`src/rtl/controlador_senha_comparador.sv`:
```
// Password sequencer: feeds entered/stored octal digits to an external 3-bit equality
// comparator, tracks failed attempts and enforces a timed lockout.
module controlador_senha_comparador #(
  parameter int unsigned               N_DIGITS    = 4,
  parameter logic [3*N_DIGITS-1:0]     SENHA       = 12'o7531,
  parameter int unsigned               MAX_TRIES   = 3,
  parameter int unsigned               LOCK_CYCLES = 16
) (
  input  logic                               CLK,
  input  logic                               RST,
  input  logic                               DIG_VALID,
  input  logic [2:0]                         DIG,
  output logic                               DIG_READY,
  input  logic                               CLEAR,
  output logic [2:0]                         CMP_X,
  output logic [2:0]                         CMP_Y,
  input  logic                               CMP_EQ,
  output logic                               UNLOCK,
  output logic                               FAIL,
  output logic                               LOCKED,
  output logic [$clog2(MAX_TRIES+1)-1:0]     TRIES
);

  localparam int unsigned TRIES_W = $clog2(MAX_TRIES + 1);
  localparam int unsigned IDX_W   = (N_DIGITS > 1) ? $clog2(N_DIGITS) : 1;
  localparam int unsigned TMR_W   = (LOCK_CYCLES > 1) ? $clog2(LOCK_CYCLES) : 1;

  typedef enum logic [1:0] {
    ST_ENTRY,
    ST_CHECK,
    ST_OPEN,
    ST_BLOCK
  } state_t;

  state_t               state_q, state_d;
  logic [IDX_W-1:0]     idx_q, idx_d;
  logic                 mis_q, mis_d;
  logic [TRIES_W-1:0]   tries_q, tries_d;
  logic [TMR_W-1:0]     timer_q, timer_d;
  logic [2:0]           cmp_x_q, cmp_x_d;
  logic [2:0]           cmp_y_q, cmp_y_d;
  logic                 unlock_q, unlock_d;
  logic                 fail_q, fail_d;
  logic                 locked_q, locked_d;

  logic [3*N_DIGITS-1:0] senha_shift;
  logic [2:0]            senha_dig;
  logic                  mis_n;
  logic                  xfer;
  logic [TRIES_W-1:0]    tries_inc;

  // CLEAR wins over DIG_VALID, hence the combinational path from CLEAR.
  assign DIG_READY = (state_q == ST_ENTRY) && !CLEAR && !RST;
  assign xfer      = DIG_VALID && DIG_READY;

  always_comb begin
    senha_shift = SENHA >> (3 * 32'(idx_q));
    senha_dig   = senha_shift[2:0];
  end

  always_comb begin
    state_d   = state_q;
    idx_d     = idx_q;
    mis_d     = mis_q;
    tries_d   = tries_q;
    timer_d   = timer_q;
    cmp_x_d   = cmp_x_q;
    cmp_y_d   = cmp_y_q;
    fail_d    = 1'b0;
    mis_n     = mis_q | !CMP_EQ;
    tries_inc = tries_q + TRIES_W'(1);

    case (state_q)
      ST_ENTRY: begin
        if (xfer) begin
          cmp_x_d = DIG;
          cmp_y_d = senha_dig;
          state_d = ST_CHECK;
        end else if (CLEAR) begin
          idx_d = '0;
          mis_d = 1'b0;
        end
      end
      ST_CHECK: begin
        // All digits are consumed before judging, so a wrong digit leaks no timing.
        if (idx_q != IDX_W'(N_DIGITS - 1)) begin
          idx_d   = idx_q + IDX_W'(1);
          mis_d   = mis_n;
          state_d = ST_ENTRY;
        end else begin
          idx_d = '0;
          mis_d = 1'b0;
          if (!mis_n) begin
            tries_d = '0;
            state_d = ST_OPEN;
          end else begin
            fail_d = 1'b1;
            if (tries_inc == TRIES_W'(MAX_TRIES)) begin
              tries_d = TRIES_W'(MAX_TRIES);
              timer_d = TMR_W'(LOCK_CYCLES - 1);
              state_d = ST_BLOCK;
            end else begin
              tries_d = tries_inc;
              state_d = ST_ENTRY;
            end
          end
        end
      end
      ST_OPEN: begin
        if (CLEAR) state_d = ST_ENTRY;
      end
      ST_BLOCK: begin
        if (timer_q == '0) begin
          tries_d = '0;
          state_d = ST_ENTRY;
        end else begin
          timer_d = timer_q - TMR_W'(1);
        end
      end
      default: state_d = ST_ENTRY;
    endcase

    unlock_d = (state_d == ST_OPEN);
    locked_d = (state_d == ST_BLOCK);
  end

  always_ff @(posedge CLK) begin
    if (RST) begin
      state_q  <= ST_ENTRY;
      idx_q    <= '0;
      mis_q    <= 1'b0;
      tries_q  <= '0;
      timer_q  <= '0;
      cmp_x_q  <= '0;
      cmp_y_q  <= '0;
      unlock_q <= 1'b0;
      fail_q   <= 1'b0;
      locked_q <= 1'b0;
    end else begin
      state_q  <= state_d;
      idx_q    <= idx_d;
      mis_q    <= mis_d;
      tries_q  <= tries_d;
      timer_q  <= timer_d;
      cmp_x_q  <= cmp_x_d;
      cmp_y_q  <= cmp_y_d;
      unlock_q <= unlock_d;
      fail_q   <= fail_d;
      locked_q <= locked_d;
    end
  end

  assign CMP_X  = cmp_x_q;
  assign CMP_Y  = cmp_y_q;
  assign UNLOCK = unlock_q;
  assign FAIL   = fail_q;
  assign LOCKED = locked_q;
  assign TRIES  = tries_q;

endmodule
```
`config.mk`:
```
export PLATFORM = sky130hd
export DESIGN_NAME = controlador_senha_comparador
export DESIGN_NICKNAME = d
export VERILOG_FILES = /design/src/rtl/controlador_senha_comparador.sv
export SDC_FILE = /design/constraint.sdc
export NUM_CORES = 1
export LEC_CHECK = 0
export ABC_AREA = 1
export CAP_MARGIN = 40
export CORE_MARGIN = 2
export CORE_UTILIZATION = 44
export CTS_CLUSTER_DIAMETER = 50
export CTS_CLUSTER_SIZE = 30
export DETAILED_ROUTE_END_ITERATION = 16
export HOLD_SLACK_MARGIN = 0.06
export PLACE_DENSITY = 0.74
export SLEW_MARGIN = 30
export SYNTH_ARGS = -nofsm -noshare
export SYNTH_HDL_FRONTEND = slang
export SYNTH_SLANG_ARGS = --single-unit
```
`constraint.sdc`:
```
create_clock -name CLK -period 1.2 [get_ports CLK]
set_clock_uncertainty 0.15 [all_clocks]
set_input_delay 0.12 -clock CLK [delete_from_list [all_inputs] [get_ports CLK]]
set_output_delay 0.12 -clock CLK [all_outputs]
set_load 0.03 [all_outputs]
```
After elaboration in Yosys (flattened, before gate mapping)

Cells that the tools add are included.

Add/subtract/negate cells: 3
$mul: 1
Eq/ne operators: 14
Shifts and indexed selects: 1
Mux-type cells: 26
Bitwise logic cells: 2
Reductions and logical operators: 15

Operators with widths:

| kind                 | count |
|---|---|
| $mux 2               | 13 |
| $mux 4               | 4 |
| $ne 2x2->1 const B   | 8 |
| $shr 12x4->3 const A | 1 |
| $eq 2x2->1 const B   | 5 |
| $pmux 2 s2           | 2 |
| $pmux 2 s4           | 1 |
| $pmux 4 s2           | 1 |
| $reduce_and 3->1     | 2 |
| $reduce_and 5->1     | 1 |
| $add 2x1->2 const B  | 2 |
| $logic_not 4->1      | 1 |
| $mul 2x2->4 const A  | 1 |
| $mux 1               | 4 |
| $reduce_bool 2->1    | 2 |
| $sub 4x1->4 const B  | 1 |
| $logic_and 1x1->1    | 3 |
| $logic_not 1->1      | 3 |
| $reduce_or 3->1      | 1 |
| $eq 2x1->1 const B   | 1 |
| $logic_not 2->1      | 1 |
| $pmux 1 s2           | 1 |
| $reduce_and 2->1     | 1 |
| $not 1->1            | 1 |
| $or 1x1->1           | 1 |

Bits in registers: 20
Output and inout bits: 12

Logic depth before layout (Yosys ltp)

Gate-level depths: netlist of run 1.

Depth after elaboration: 7
Gate-level depth with buffers: 8
Mapped depth without buffers: 8

Worst setup path before layout of run 1

No wires, ideal clock.

Kind: register to output
Start: reg state_q[0]
End: out DIG_READY
Arrival time: 1.396 ns
Required time: 0.930 ns
Slack: -0.466 ns
Cell stages (with the launch flop): 3
Buffers on the path: 1
Cell sequence: dfxtp_1 > buf_6 > nor4_1

Longest elaborated chain between the ends: 3

Ends and longest elaborated chain:

| item                           | line | RTL |
|---|---|---|
| from (decl)                    | 35   | `state_t state_q, state_d;` |
| from (signal assigned)         | 140  | `state_q <= state_d;` |
| $logic_not 2->1                | 53   | `assign DIG_READY = (state_q == ST_ENTRY) && !CLEAR && !RST;` |
| $logic_and 1x1->1 (2 in a row) | 53   |  |
| to (decl)                      | 13   | `output logic DIG_READY,` |

No other way between the ends.

Worst setup path in the final report of run 1

Start: reg state_q[1]
End: reg state_q[0]

Longest elaborated chain between the ends: 6
Elaborated cells between the ends (all ways): 9
Classes of those cells: eq/ne (3); mux (2); reduce/logical (4)

Ends and longest elaborated chain:

| item                           | line   | RTL |
|---|---|---|
| $logic_not 2->1                | 53, 73 |  |
| $logic_and 1x1->1 (2 in a row) | 53     |  |
| $logic_and 1x1->1              | 54     | `assign xfer = DIG_VALID && DIG_READY;` |
| $mux 2                         | 75     | `if (xfer) begin` |
| $pmux 2 s4 (*)                 | 73     | `case (state_q)` |

Every way passes the cells marked *; elsewhere a longest branch is shown, timed or not.
A chain may end at the register's enable or synchronous reset.

==> results of run 1 <==
==> power groups by stage <==
stage | Sequential (mW) | Combinational [mW] | Clock, mW
finish | 0.679 | 0.187 | 0.407
global route | 0.679 | 0.199 | 0.446
CTS | 0.677 | 0.172 | 0.395
detailed placement | 0.696 | 0.143 | 0
global placement | 0.695 | 0.141 | 0
floorplan | 0.710 | 0.0546 | 0
==> area by class of cell <==
type / instances / area, sq um
Sequential cell: 20 / 419
Multi-Input combinational cell: 80 / 656
Timing Repair Buffer: 44 / 413
Inverter: 25 / 104
Fill cell: 107 / 340
Tap cell: 27 / 33.8
Clock buffer: 4 / 36.3
==> path summary, 6_finish.rpt <==
check	from	endpoint	slack (ns)	depth (start not counted)
setup / recovery	state_q[1]	state_q[0]	-0.24	7
hold / removal	DIG[1]	CMP_X[1]	0.21	3
setup reg to reg	state_q[1]	state_q[0]	-0.24	7
hold reg to reg	CMP_X[1]	CMP_X[1]	0.33	2
==> worst min-delay path, stage by stage <==
cell and delay, ns:
clkdlybuf4s50_1 0.39, inv_1 0.06, o21ai_2 0.05
==> metal layers <==
layer,global-route usage,vias up,share of wire
li1,-,492,-
met1,0.258,494,0.37
met2,0.384,39,0.52
met3,0.0417,16,0.063
met4,0.0676,0,0.044
met5,0,-,0
==> cells by family after synthesis <==
group                    after synthesis  synth area share
AO/OA/AOI/OAI                         15             0.105
adder cells (fa/ha/maj)                3            0.0392
buffers and inverters                 28             0.127
flip-flops                            20             0.418
AND/OR/NAND/NOR                       62             0.311
==> cell usage in the layout (no fill, tap or decap) <==
cell,netlist,final
buf_4,0,27
nand2_1,31,18
inv_1,22,16
dfxtp_1,20,11
nand2_2,0,8
nand3_2,5,7
nor2_1,9,7
buf_6,2,7
dfxtp_2,0,6
clkdlybuf4s50_1,0,6
inv_2,3,5
nand2_4,0,5
nand3_1,10,5
o21ai_2,5,5
inv_4,0,4
dfxtp_4,0,3
nand3_4,0,3
nor2_4,1,3
a21oi_2,1,3
ha_4,0,3
clkbuf_4,0,3
nor3_4,0,2
a21oi_1,5,2
nor4_4,0,1
a21oi_4,0,1
o22ai_1,2,1
o21ai_1,0,1
o21ai_0,2,1
nand3b_1,1,1
o22ai_2,0,1
nor2_2,1,1
nand4_1,1,1
clkbuf_8,0,1
buf_16,0,1
dlygate4sd2_1,0,1
buf_12,0,1
buf_8,0,1
==> stage by stage <==
stage | setup slack, ns | hold WS [ns] | utilization | cell area, sq um | TNS (ns)
floorplan | -0.0191 | 0.0391 | - | 1010 | -0.0214
global placement | -0.190 | 0.299 | 0.659 | 1320 | -2.95
detailed placement | -0.227 | 0.314 | 0.659 | 1320 | -3.37
CTS | -0.211 | 0.208 | 0.784 | 1570 | -1.90
global route | -0.270 | 0.223 | 0.830 | 1660 | -3.53
finish | -0.238 | 0.205 | 0.830 | 1660 | -2.73
==> synthesized netlist by cell type <==
cell type / count
o21ai_2: 5
buf_6: 2
buf_2: 1
inv_2: 3
nand4_1: 1
ha_1: 3
dfxtp_1: 20
nand3_2: 5
nor2_1: 9
o21ai_0: 2
nor4_1: 1
a21oi_1: 5
o22ai_1: 2
nor2_2: 1
nor3_1: 2
nand2_1: 31
nand3_1: 10
nand3b_1: 1
a21oi_2: 1
inv_1: 22
nor2_4: 1
==> registers in the layout (all words and copies together), names as in the netlist <==
name,cells
CMP_X,3
CMP_Y,3
FAIL,1
LOCKED,1
TRIES,2
UNLOCK,1
idx_q,2
mis_q,1
state_q,2
timer_q,4
==> repair_timing <==
action,in CTS,in global routing
gates resized for setup,44,23
setup endpoints to repair,20,21
setup buffers,5,2
cloned,1,0
pin swaps,13,11
==> impl_metrics.csv, run 1 <==
group,metric,value,unit
outcome,status,"finished, violations left",
outcome,violations,"negative setup slack",
setup_path,critical_path.cell_chain,"buf_6 -> nor3_4 -> nand3_4 -> buf_12 -> nand2_4 -> nand2_2 -> inv_2",
placed_design,dp_cells,188,
clocking,path_clk_slew,0.12,ns
grt,overflow,0,
yosys,synthCells,128,
setup_path,startpoint_type,"flop",
floorplanning,die-width,50.6,microns
sta,rsz0062_at_grt,"yes",
setup_path,crit_type,"flop to flop",
clocking,htree_levels,1,
power_and_ir_drop,p_per_area,766,mW/mm^2
sta,setup_slack,-0.238,ns
route,dr_total_vias,1041,
yosys,netlist.area_leader.share,0.418,
power_and_ir_drop,intPower,0.942,mW
yosys,synth_area_leader_cell,"dfxtp_1",
grt,grt_pass1_wl,4.14,mm
route,drc,0,
sta,finalHoldViolations,0,
setup_path,worst-path-buf-inv,3,
power_and_ir_drop,swShare,0.260,
power_and_ir_drop,peakVddDrop,624,uV
power_and_ir_drop,combPwrFrac,0.147,
power_and_ir_drop,power_leakage,0.787,nW
setup_path,cp-end-kind,"flop",
floorplanning,row_count,16,
setup_path,cp.arrival,1.54,ns
route,postRouteAntennaNets,0,
sta,slew_violations,0,
placed_design,portBuffers,19,
finish,diodes,0,
route,first_iter_violations,20,
finish,final_nets,185,
power_and_ir_drop,clockPowerShare,0.320,
sta,setup_violations,19,
setup_path,critPathSlowestCell,"dfxtp_4",
clocking,cts_root_buf,"clkbuf_4",
yosys,synth_area_per_cell,7.48,sq um
floorplanning,dieArea,0.00256,sq mm
worst_hold_path,hold_class,"input pin to flop",
route,wl_per_cell,15.3,microns
setup_path,critPathRequiredTime,1.31,ns
finish,final_cells,200,
yosys,yosys.cell_types.count,21,
power_and_ir_drop,power,1.27,mW
sta,min_period_over_period,1.20,
clocking,cts_buffer_depth,2,
setup_path,critPathMaxFanout,6,
finish,area_growth,73.6,%
yosys,synth_nets,139,
grt,grt_pass1_vias,949,
clocking,cts_buffers,3,
flow_run,max-cap-violations,0,
power_and_ir_drop,power_frac_seq,0.533,
grt,grtUsageTotal,0.215,
clocking,cts_tree,"yes",
grt,grt_max_degree,12,
placed_design,gp_congestion,0.769,
floorplanning,start_util,0.478,
yosys,synth_seq_cells,20,
sta,relSlewSlack,0.847,
yosys,synthTopCellsByArea,"dfxtp_1 42%, nand2_1 12%, inv_1 8.6%",
yosys,seq_area_frac_synth,0.418,
setup_path,cp_top_family,"simple AND/OR/NAND/NOR gates",
clocking,clkSinkCount,20,
yosys,yosys_warnings,0,
route,avgViaCountPerCell,5.21,
setup_path,critPathMaxStageDelay,0.39,ns
grt,antenna_found_initial,0,
placed_design,dpl.hpwl,1.59,mm
floorplanning,coreArea,0.00200,sq mm
yosys,netlist_area,957,sq um
sta,worst_pin_slew,0.229,ns
route,dr.pass1.iters,4,
finish,drive_gt1_frac,0.590,
clocking,worstSkewPairLatency,0.31,ns
floorplanning,ios,20,
clocking,hold_buffers,0,
sta,fin_crit,1.44,ns
floorplanning,die_y,50.6,microns
route,wirelength,3.07,mm
sta,timing.fmax,695,MHz
power_and_ir_drop,power.net_switching,0.331,mW
Note: power is estimated with default switching activity, not from simulation.
==> run 2, diff against run 1 <==
--- a/config.mk
+++ b/config.mk
@@ -6,7 +6,7 @@
 export NUM_CORES = 1
 export LEC_CHECK = 0
 export ABC_AREA = 1
-export CAP_MARGIN = 40
+export CAP_MARGIN = 25
 export CORE_MARGIN = 2
 export CORE_UTILIZATION = 44
 export CTS_CLUSTER_DIAMETER = 50
==> results of run 2 <==
The final DEF is identical to that of run 1; final timing and power are the same.
